<file path="config.mk">
export PLATFORM = sky130hd
export DESIGN_NAME = seq_divider_flat
export DESIGN_NICKNAME = d
export VERILOG_FILES = /design/src/rtl/div_pkg.sv /design/src/rtl/seq_divider_if.sv /design/src/rtl/borrow_subtractor.sv /design/src/rtl/full_adder.sv /design/src/rtl/seq_divider.sv /design/src/flat_wrapper.sv
export SDC_FILE = /design/constraint.sdc
export NUM_CORES = 1
export LEC_CHECK = 0
export BUFFER_PORTS_ARGS = -buffer_cell sky130_fd_sc_hd__buf_2
export CAP_MARGIN = 5
export CORE_MARGIN = 2
export CORE_UTILIZATION = 59
export CTS_BUF_LIST = sky130_fd_sc_hd__clkbuf_8 sky130_fd_sc_hd__clkbuf_16
export DETAILED_ROUTE_END_ITERATION = 7
export GPL_TIMING_DRIVEN = 0
export PLACE_DENSITY = 0.84
export SYNTH_ARGS = -nofsm -noshare
export SYNTH_HDL_FRONTEND = slang
export SYNTH_SLANG_ARGS = --single-unit
</file>
<file path="constraint.sdc">
create_clock -name Clk -period 6.3 [get_ports Clk]
set_clock_uncertainty 0.1 [all_clocks]
set_input_delay 0.315 -clock Clk [delete_from_list [all_inputs] [get_ports Clk]]
set_output_delay 0.315 -clock Clk [all_outputs]
set_load 0.02 [all_outputs]
</file>
<file path="src/rtl/div_pkg.sv">
// Shared types and helpers for the sequential restoring divider.
package div_pkg;

  typedef enum logic [1:0] {
    IDLE,
    COMPUTE,
    DONE,
    WAIT_RELEASE
  } div_state_t;

  localparam int DIV_WIDTH_DEFAULT = 8;

  function automatic int clog2(input int n);
    int r;
    r = 0;
    while ((1 << r) < n) r++;
    return (r < 1) ? 1 : r;
  endfunction

endpackage

</file>
<file path="src/rtl/seq_divider_if.sv">
// Operand/result bundle between the lab top level and the divider.
interface seq_divider_if
  import div_pkg::*;
#(
  parameter int WIDTH = DIV_WIDTH_DEFAULT
);
  logic             Run;
  logic [WIDTH-1:0] Dividend;
  logic [WIDTH-1:0] Divisor;
  logic [WIDTH-1:0] Quotient;
  logic [WIDTH-1:0] Remainder;
  logic             Busy;
  logic             Done;
  logic             DivByZero;

  modport master (
    output Run, Dividend, Divisor,
    input  Quotient, Remainder, Busy, Done, DivByZero
  );

  modport slave (
    input  Run, Dividend, Divisor,
    output Quotient, Remainder, Busy, Done, DivByZero
  );
endinterface

</file>
<file path="src/rtl/borrow_subtractor.sv">
// (WIDTH+1)-bit ripple subtractor a - b built as a + ~b + 1 from full adders.
module borrow_subtractor #(
  parameter int WIDTH = 8
) (
  input  logic [WIDTH:0] a_i,
  input  logic [WIDTH:0] b_i,
  output logic [WIDTH:0] diff_o,
  output logic           borrow_o
);
  logic [WIDTH+1:0] carry;

  assign carry[0] = 1'b1;

  for (genvar i = 0; i <= WIDTH; i++) begin : g_bit
    full_adder u_fa (
      .a_i   (a_i[i]),
      .b_i   (~b_i[i]),
      .cin_i (carry[i]),
      .s_o   (diff_o[i]),
      .cout_o(carry[i+1])
    );
  end

  // No carry out of a + ~b + 1 means b > a.
  assign borrow_o = ~carry[WIDTH+1];
endmodule

</file>
<file path="src/rtl/full_adder.sv">
// One-bit full adder cell shared by the adder, multiplier and divider datapaths.
module full_adder (
  input  logic a_i,
  input  logic b_i,
  input  logic cin_i,
  output logic s_o,
  output logic cout_o
);
  assign s_o    = a_i ^ b_i ^ cin_i;
  assign cout_o = (a_i & b_i) | (cin_i & (a_i ^ b_i));
endmodule

</file>
<file path="src/rtl/seq_divider.sv">
// Unsigned restoring shift-subtract divider producing one quotient bit per clock.
module seq_divider
  import div_pkg::*;
#(
  parameter int WIDTH = DIV_WIDTH_DEFAULT
) (
  input  logic        Clk,
  input  logic        Reset_n,
  seq_divider_if.slave bus
);
  localparam int CNT_W = clog2(WIDTH);
  localparam logic [CNT_W-1:0] LAST_CNT = CNT_W'(WIDTH - 1);

  div_state_t       state_q, state_d;
  logic [CNT_W-1:0] count_q, count_d;
  logic [WIDTH-1:0] q_reg_q, q_reg_d;
  logic [WIDTH-1:0] r_reg_q, r_reg_d;
  logic [WIDTH-1:0] d_reg_q, d_reg_d;
  logic [WIDTH-1:0] quot_q, quot_d;
  logic [WIDTH-1:0] rem_q, rem_d;
  logic             dbz_q, dbz_d;

  logic [WIDTH:0]   r_shift;
  logic [WIDTH:0]   diff;
  logic             borrow;
  logic             diff_msb_unused;
  logic [WIDTH-1:0] q_next;
  logic [WIDTH-1:0] r_next;

  // The partial remainder is always below the divisor before a shift, so its
  // top bit is zero and the shifted value fits the WIDTH+1-bit subtractor.
  assign r_shift = {r_reg_q, q_reg_q[WIDTH-1]};

  borrow_subtractor #(.WIDTH(WIDTH)) u_sub (
    .a_i     (r_shift),
    .b_i     ({1'b0, d_reg_q}),
    .diff_o  (diff),
    .borrow_o(borrow)
  );

  assign diff_msb_unused = diff[WIDTH];
  assign q_next = {q_reg_q[WIDTH-2:0], ~borrow};
  assign r_next = borrow ? r_shift[WIDTH-1:0] : diff[WIDTH-1:0];

  always_comb begin
    state_d = state_q;
    count_d = count_q;
    q_reg_d = q_reg_q;
    r_reg_d = r_reg_q;
    d_reg_d = d_reg_q;
    quot_d  = quot_q;
    rem_d   = rem_q;
    dbz_d   = dbz_q;
    unique case (state_q)
      IDLE: begin
        if (bus.Run) begin
          if (bus.Divisor != '0) begin
            state_d = COMPUTE;
            q_reg_d = bus.Dividend;
            r_reg_d = '0;
            d_reg_d = bus.Divisor;
            count_d = '0;
            dbz_d   = 1'b0;
          end else begin
            state_d = DONE;
            quot_d  = '1;
            rem_d   = bus.Dividend;
            dbz_d   = 1'b1;
          end
        end
      end
      COMPUTE: begin
        q_reg_d = q_next;
        r_reg_d = r_next;
        count_d = count_q + 1'b1;
        if (count_q == LAST_CNT) begin
          quot_d  = q_next;
          rem_d   = r_next;
          state_d = DONE;
        end
      end
      DONE: begin
        state_d = bus.Run ? WAIT_RELEASE : IDLE;
      end
      WAIT_RELEASE: begin
        if (!bus.Run) state_d = IDLE;
      end
      default: state_d = IDLE;
    endcase
  end

  always_ff @(posedge Clk) begin
    if (!Reset_n) begin
      state_q <= IDLE;
      count_q <= '0;
      quot_q  <= '0;
      rem_q   <= '0;
      dbz_q   <= 1'b0;
    end else begin
      state_q <= state_d;
      count_q <= count_d;
      quot_q  <= quot_d;
      rem_q   <= rem_d;
      dbz_q   <= dbz_d;
    end
  end

  // Working registers are always reloaded on accept, so they need no reset.
  always_ff @(posedge Clk) begin
    q_reg_q <= q_reg_d;
    r_reg_q <= r_reg_d;
    d_reg_q <= d_reg_d;
  end

  assign bus.Quotient  = quot_q;
  assign bus.Remainder = rem_q;
  assign bus.DivByZero = dbz_q;
  assign bus.Busy      = (state_q == COMPUTE);
  assign bus.Done      = (state_q == DONE);
endmodule

</file>
<file path="src/flat_wrapper.sv">
// flat-port wrapper written by rule: the top's interface ports become plain ports
module seq_divider_flat import div_pkg::*;
#(
  parameter int WIDTH = DIV_WIDTH_DEFAULT
)
  (Clk, Reset_n, bus_Run, bus_Dividend, bus_Divisor, bus_Quotient, bus_Remainder, bus_Busy, bus_Done, bus_DivByZero);
  seq_divider_if #(.WIDTH(WIDTH)) bus_i ();
  input  logic Clk;
  input  logic Reset_n;
  input wire logic [$bits(bus_i.Run)-1:0] bus_Run;
  input wire logic [$bits(bus_i.Dividend)-1:0] bus_Dividend;
  input wire logic [$bits(bus_i.Divisor)-1:0] bus_Divisor;
  output wire logic [$bits(bus_i.Quotient)-1:0] bus_Quotient;
  output wire logic [$bits(bus_i.Remainder)-1:0] bus_Remainder;
  output wire logic [$bits(bus_i.Busy)-1:0] bus_Busy;
  output wire logic [$bits(bus_i.Done)-1:0] bus_Done;
  output wire logic [$bits(bus_i.DivByZero)-1:0] bus_DivByZero;
  assign bus_i.Run = bus_Run;
  assign bus_i.Dividend = bus_Dividend;
  assign bus_i.Divisor = bus_Divisor;
  assign bus_Quotient = bus_i.Quotient;
  assign bus_Remainder = bus_i.Remainder;
  assign bus_Busy = bus_i.Busy;
  assign bus_Done = bus_i.Done;
  assign bus_DivByZero = bus_i.DivByZero;
  seq_divider #(.WIDTH(WIDTH)) u_core (.Clk(Clk), .Reset_n(Reset_n), .bus(bus_i));
endmodule
</file>
==> flow_summary.yaml, run 1 <==
status:
  status: "complete, no violations"
cts:
  cts_sinks: 46
  post_cts_resized: 0
  cts_tree: "yes"
  root_buffer: "clkbuf_8"
  clkTransAtPathRegs_ns: 0.08
  post-cts-setup-buffer-count: 0
  htreeDepth: 2
  hold_buffers: 0
  insertion_delay_ns: 0.30
  cts_buffer_depth: 2
  numCtsBuffers: 5
power_and_ir_drop:
  p_sw_share_pct: 27.65
  fin_total_pwr_mw: 0.6991
  vdd_drop_max_uv: 209.1
  p_sw_mw: 0.1933
  p_per_area_nw_per_um2: 281.1
  pwr-share-seq_pct: 51.7
  leakagePower_nw: 1.087
  p_clk_share_pct: 30.9
  p_comb_share_pct: 17.4
  intPower_mw: 0.5058
worst_hold_path:
  hold-path-cell-count: 1
  hp-class: "input port to register"
  min_from: "bus_Divisor[2]"
die:
  dieArea_um2: 4097
  num_io_pins: 38
  rows: 21
  core_area_um2: 3390
  fp.dieW_um: 64.01
  initial_core_util_pct: 62.68
  die_h_um: 64.01
yosys:
  avgSynthCellArea_um2: 10.47
  syn_area_um2: 2125
  postSynthCellCount: 203
  synthFlopType: "edfxtp_1"
  ys_warn_count: 0
  synth-seq-cells: 46
  synth_edf_count: 24
  synthArstFlopShare_pct: 0
  syn_nets: 232
  synth-seq-area-share_pct: 54.65
  synth_cell_type_count: 32
placement:
  hpwl_um: 3256
  place_ws_ns: 1.942
  gp_congestion: 0.8141
  dp_cells: 286
  io_buffers: 37
worst_setup_path:
  cp.required_ns: 6.25
  endpoint_kind: "register"
  ff2ff_path_depth: 17
  path_max_fanout: 10
  crit_path_start_kind: "register"
  reg2reg_from: "u_core.q_reg_q[7]"
  critPathArrivalTime_ns: 4.40
  crit_start: "u_core.q_reg_q[7]"
  worstSetupPathType: "register to register"
route:
  drtPass1Iterations: 4
  drtIter0Drc: 127
  drc: 0
  drtAntennaViolNets: 0
  viasPerCell: 5.583
  wirelength_um: 4636
  vias: 1647
  routedWlPerCell_um: 15.72
timing:
  worst_pin_slew_ns: 0.6599
  slew_headroom_pct: 56.00
  fin_tns_setup_ns: 0
  fmax_ghz: 0.2246
  rsz0062_at_grt: "false"
  finalCritPeriodShare_pct: 70.66
  whs_ns: 0.1033
  fin_crit_ns: 4.452
  hold_viol: 0
  setup_viol: 0
  slew_viol_final: 0
  fin_ws_ns: 1.848
grt:
  gr-usage-all-layers_pct: 25.24
  grt_pass1_vias: 1664
  grt_start_max_net_pins: 17
  overflow: 0
  antenna_found_initial: 0
  grt_pass1_wl_um: 7603
final_layout:
  synthToLayoutAreaGrowth_pct: 17.08
  antenna_cells: 0
  drive_gt1_share_pct: 24.90
  instances_no_fill: 295
  nNetsFinal: 277
job:
  cap_viol_max_count: 0
-- Yosys cell counts (5+ instances only) --
cell | number | area share [%]
dfxtp_1 | 22 | 21
a21oi_1 | 13 | 3.1
nor2_1 | 24 | 4.2
fa_1 | 7 | 6.6
inv_1 | 19 | 3.4
clkbuf_1 | 7 | 1.2
o21ai_0 | 12 | 2.8
o211ai_1 | 5 | 1.8
nand2_1 | 28 | 4.9
a31oi_1 | 5 | 1.5
edfxtp_1 | 24 | 34
a211oi_2 | 6 | 3.5
-- layout make-up --
type / instances / area, µm²
buffer: 10 / 56.30
clock buffer: 5 / 68.82
clock inverter: 3 / 40.04
fill: 237 / 902.1
inverter: 20 / 75.07
multi-input combinational: 127 / 832.0
sequential: 46 / 1161
tap: 46 / 57.56
timing repair buffer: 38 / 196.4
-- cell families (layout without fill, tap and decap cells) --
| logic type | count (synthesis) | count (layout) | share of synthesized area [%] |
|---|---|---|---|
| flops | 46 | 46 | 54.65 |
| simple gates | 66 | 66 | 13.96 |
| buf+inv | 30 | 76 | 6.184 |
| fa+ha+maj | 10 | 10 | 8.363 |
| compound gates | 51 | 51 | 16.84 |
-- worst paths after layout --
kind,end,slack (ns)
setup / recovery,u_core.r_reg_q[4],1.85
hold / removal,u_core.d_reg_q[2],0.10
setup reg to reg,u_core.r_reg_q[4],1.85
hold reg to reg,u_core.count_q[2],0.41
-- metal layers --
layer  up-vias  routed length, µm  share of wire [%]  global-route usage, %
li1        793                  -                  -                      -
met1       783               1925                 42                  30.11
met2        60               2355                 51                  42.84
met3        11                240                5.2                  4.401
met4         0                114                2.5                  14.40
met5         -                  0                  0                      0
-- layout by cell type, fill, tap and decap left out, types with 2 or more instances in the layout --
| cell | netlist | routed |
|---|---|---|
| buf_2 | 0 | 37 |
| a211oi_2 | 6 | 6 |
| o21ai_0 | 12 | 12 |
| nand2_1 | 28 | 28 |
| edfxtp_1 | 24 | 24 |
| nand3_1 | 3 | 3 |
| dfxtp_1 | 22 | 22 |
| or3b_2 | 2 | 2 |
| inv_1 | 19 | 19 |
| or2_2 | 2 | 2 |
| fa_1 | 7 | 7 |
| clkbuf_1 | 7 | 7 |
| buf_6 | 2 | 3 |
| a21oi_1 | 13 | 13 |
| a22oi_1 | 2 | 2 |
| ha_1 | 3 | 3 |
| a211oi_1 | 3 | 3 |
| clkinv_2 | 0 | 2 |
| nor2_1 | 24 | 24 |
| or4_4 | 2 | 2 |
| clkbuf_8 | 0 | 5 |
| o211ai_1 | 5 | 5 |
| a31oi_1 | 5 | 5 |
-- state kept, by name (all words and copies together), names as in the netlist --
name and cells:
u_core.bus.Quotient 8, u_core.bus.Remainder 8, u_core.d_reg_q 8, u_core.q_reg_q 8
u_core.r_reg_q 8, u_core.count_q 3, u_core.state_q 2, u_core.bus.DivByZero 1
-- power by group through the flow --
stage | Combinational, mW | Sequential (mW) | Clock, mW
after floorplan | 0.0833 | 0.363 | 0
after global placement | 0.112 | 0.367 | 0
after detailed placement | 0.118 | 0.368 | 0
after CTS | 0.120 | 0.362 | 0.217
after global routing | 0.138 | 0.364 | 0.228
final | 0.122 | 0.361 | 0.216
-- worst max-delay path: stages (launching register included) --
cell      delay [ns]
edfxtp_1        0.38
inv_1           0.06
ha_1            0.22
fa_1            0.39
fa_1            0.41
fa_1            0.42
fa_1            0.38
inv_1           0.08
fa_1            0.15
inv_1           0.05
fa_1            0.35
inv_1           0.08
fa_1            0.26
or2_2           0.16
clkbuf_1        0.34
nand2_1         0.10
o211ai_1        0.19
inv_1           0.07
-- through the flow --
stage	util, %	instance area, µm²
2_1_floorplan	-	2125
3_3_place_gp	69.84	2367
3_5_place_dp	69.84	2367
4_1_cts	73.05	2476
5_1_grt	73.39	2487
6_report	73.39	2487
Note: power is estimated with default switching activity, not from simulation.
==> inputs of run 2 (changes only) <==
--- a/config.mk
+++ b/config.mk
@@ -8,11 +8,11 @@
 export BUFFER_PORTS_ARGS = -buffer_cell sky130_fd_sc_hd__buf_2
 export CAP_MARGIN = 5
 export CORE_MARGIN = 2
-export CORE_UTILIZATION = 59
+export CORE_UTILIZATION = 55
 export CTS_BUF_LIST = sky130_fd_sc_hd__clkbuf_8 sky130_fd_sc_hd__clkbuf_16
 export DETAILED_ROUTE_END_ITERATION = 7
 export GPL_TIMING_DRIVEN = 0
-export PLACE_DENSITY = 0.84
+export PLACE_DENSITY = 0.79
 export SYNTH_ARGS = -nofsm -noshare
 export SYNTH_HDL_FRONTEND = slang
 export SYNTH_SLANG_ARGS = --single-unit
==> constraint.sdc (replaced) <==
create_clock -name Clk -period 4.2 [get_ports Clk]
set_clock_uncertainty 0.1 [all_clocks]
set_input_delay 0.21 -clock Clk [delete_from_list [all_inputs] [get_ports Clk]]
set_output_delay 0.21 -clock Clk [all_outputs]
set_load 0.02 [all_outputs]
==> run 2 against run 1 <==
Hold slack got worse by 0.030 ns. Largest cell class unchanged. Sequential power rose by 50%. Via count rose by 2.4%. Critical path depth fell by 1. Fmax rose by 11%. Flip-flop and latch count did not move. First-iteration DRC count rose by 31%. Critical endpoint is now u_core.r_reg_q[6].
==> flow_summary.yaml, run 2 (synthesis gave the netlist of run 1 again) <==
status:
  status: "complete, no violations"
cts:
  cts_sinks: 46
  insertion_delay_ns: 0.30
  cts_tree: "yes"
  numCtsBuffers: 5
  htreeDepth: 2
  cts_buffer_depth: 2
  root_buffer: "clkbuf_8"
  clkTransAtPathRegs_ns: 0.09
worst_setup_path:
  cp.required_ns: 4.15
  worstReg2RegEnd: "u_core.r_reg_q[6]"
  slowest_delay_ns: 0.41
  path_common_cell: "fa_1"
  reg2reg_from: "u_core.q_reg_q[7]"
  ff2ff_path_depth: 16
  critPathArrivalTime_ns: 3.94
  crit_chain: "inv_1 > ha_1 > fa_1 > fa_1 > fa_1 > fa_1 > inv_1 > fa_1 > inv_1 > fa_1 > inv_1 > fa_2 > or2_4 > nand2_1 > o211ai_1 > inv_1"
  r2r_slack_ns: 0.21
  endpoint_kind: "register"
  crit_path_start_kind: "register"
  crit_slowest_cell: "fa_1"
  worstSetupPathType: "register to register"
  path_max_fanout: 7
route:
  drtAntennaViolNets: 0
  viasPerCell: 5.474
  wirelength_um: 4566
  drtPass1Iterations: 4
  vias: 1686
  drtIter0Drc: 166
  drc: 0
  routedWlPerCell_um: 14.82
die:
  core_area_um2: 3689
  die_h_um: 66.15
  rows: 22
  num_io_pins: 38
  initial_core_util_pct: 57.60
  fp.dieW_um: 66.15
  dieArea_um2: 4376
timing:
  worst_pin_slew_ns: 0.6308
  fin_tns_setup_ns: 0
  fin_crit_ns: 3.993
  slew_viol_final: 0
  setup_viol: 0
  slew_headroom_pct: 57.79
  hold_viol: 0
  fmax_ghz: 0.2504
  finalCritPeriodShare_pct: 95.08
  fin_ws_ns: 0.2065
  rsz0062_at_grt: "false"
power_and_ir_drop:
  p_per_area_nw_per_um2: 392.1
  vdd_drop_max_uv: 293.7
  leakagePower_nw: 1.125
  fin_total_pwr_mw: 1.009
worst_hold_path:
  min_from: "bus_Dividend[2]"
  holdPathEnd: "u_core.bus.Remainder[2]"
  hold-path-cell-count: 3
  hp-class: "input port to register"
grt:
  antenna_found_initial: 0
  grt_start_max_net_pins: 14
  grt_pass1_vias: 1601
  grt_pass1_wl_um: 7410
  gr-usage-all-layers_pct: 23.46
  overflow: 0
placement:
  hpwl_um: 3149
  place_ws_ns: -0.1201
  io_buffers: 37
  gp_congestion: 0.8338
final_layout:
  synthToLayoutAreaGrowth_pct: 21.08
  drive_gt1_share_pct: 25.00
  antenna_cells: 0
  mostFrequentLayoutCell: "buf_2"
  fin_util_pct: 69.74
  nNetsFinal: 288
  final_cell_mix: "buf_2 (37), nand2_1 (28), nor2_1 (24), edfxtp_1 (24), dfxtp_1 (22)"
  fillers: 296
job:
  cap_viol_max_count: 0
-- run 2: cell types whose count changed in the layout (fill, tap and decap cells not counted) --
cell           previous run  this run
fa_2                      0         1
clkbuf_1                  7         6
o21ai_0                  12        11
buf_4                     1         4
bufinv_16                 1         0
clkinv_2                  2         1
fa_1                      7         6
dlygate4sd3_1             0         8
or2_4                     0         1
clkinv_1                  1         2
o21ai_1                   1         2
inv_1                    19        20
-- run 2: through the flow --
stage          hold WS [ns]  cells  area, µm²
2_1_floorplan        0.2089    203       2125
6_report            0.07316    308       2572
3_5_place_dp         0.3034    289       2381
4_1_cts             0.07371    304       2539
5_1_grt             0.08134    308       2572
3_3_place_gp         0.3042    288       2370
-- run 2: timing repair --
item,in CTS,in global routing
hold endpoints to repair,8,0
setup endpoints to repair,6,10
pin swaps,0,2
setup buffers,0,3
gates cloned,0,1
resized for setup,0,3
hold buffers,8,0
-- run 2: worst max-delay path, delay by kind of cell (launching register included) --
family	cells	cell delay (ns)
adder cells (fa/ha/maj)	8	2.55
flip-flops	1	0.37
buffers and inverters	5	0.33
AND/OR/NAND/NOR	2	0.22
AO/OA/AOI/OAI	1	0.16
-- run 2: layout make-up --
cell class	count	area, µm²	area share [%]
Buffer	9	52.55	2.043
Clock buffer	5	68.82	2.675
Clock inverter	3	12.51	0.4864
Inverter	20	75.07	2.918
Multi-Input combinational cell	128	843.3	32.78
Sequential cell	46	1161	45.14
Tap cell	48	60.06	2.335
Timing Repair Buffer	49	299.0	11.62
-- run 2: worst max path at each step --
stage,cells after the start,end,slack (ns),startpoint
after global placement,17,u_core.r_reg_q[2],-0.03,u_core.q_reg_q[7]
after CTS,16,u_core.bus.Remainder[0],0.05,u_core.q_reg_q[7]
final,16,u_core.r_reg_q[6],0.21,u_core.q_reg_q[7]
after floorplan,17,u_core.r_reg_q[2],0.31,u_core.q_reg_q[7]
after detailed placement,16,u_core.r_reg_q[2],-0.12,u_core.d_reg_q[0]
after global routing,16,u_core.bus.Remainder[7],0.02,u_core.q_reg_q[7]
-- run 2: report_power, final --
| part | total (mW) | leakage, nW | internal (mW) | switching [mW] |
|---|---|---|---|---|
| combinational | 0.205 | 0.658 | 0.0832 | 0.122 |
| sequential | 0.541 | 0.421 | 0.519 | 0.0224 |
| clock | 0.263 | 0.0468 | 0.112 | 0.150 |
| total | 1.01 | 1.13 | 0.714 | 0.295 |
-- run 2: per-layer routing --
layer | wire (µm) | global-route usage [%] | vias to the layer above
met1 | 1932 | 29.35 | 781
met2 | 2218 | 39.75 | 78
met3 | 329 | 5.792 | 10
li1 | - | - | 817
met4 | 86 | 7.653 | 0
met5 | 0 | 0 | -
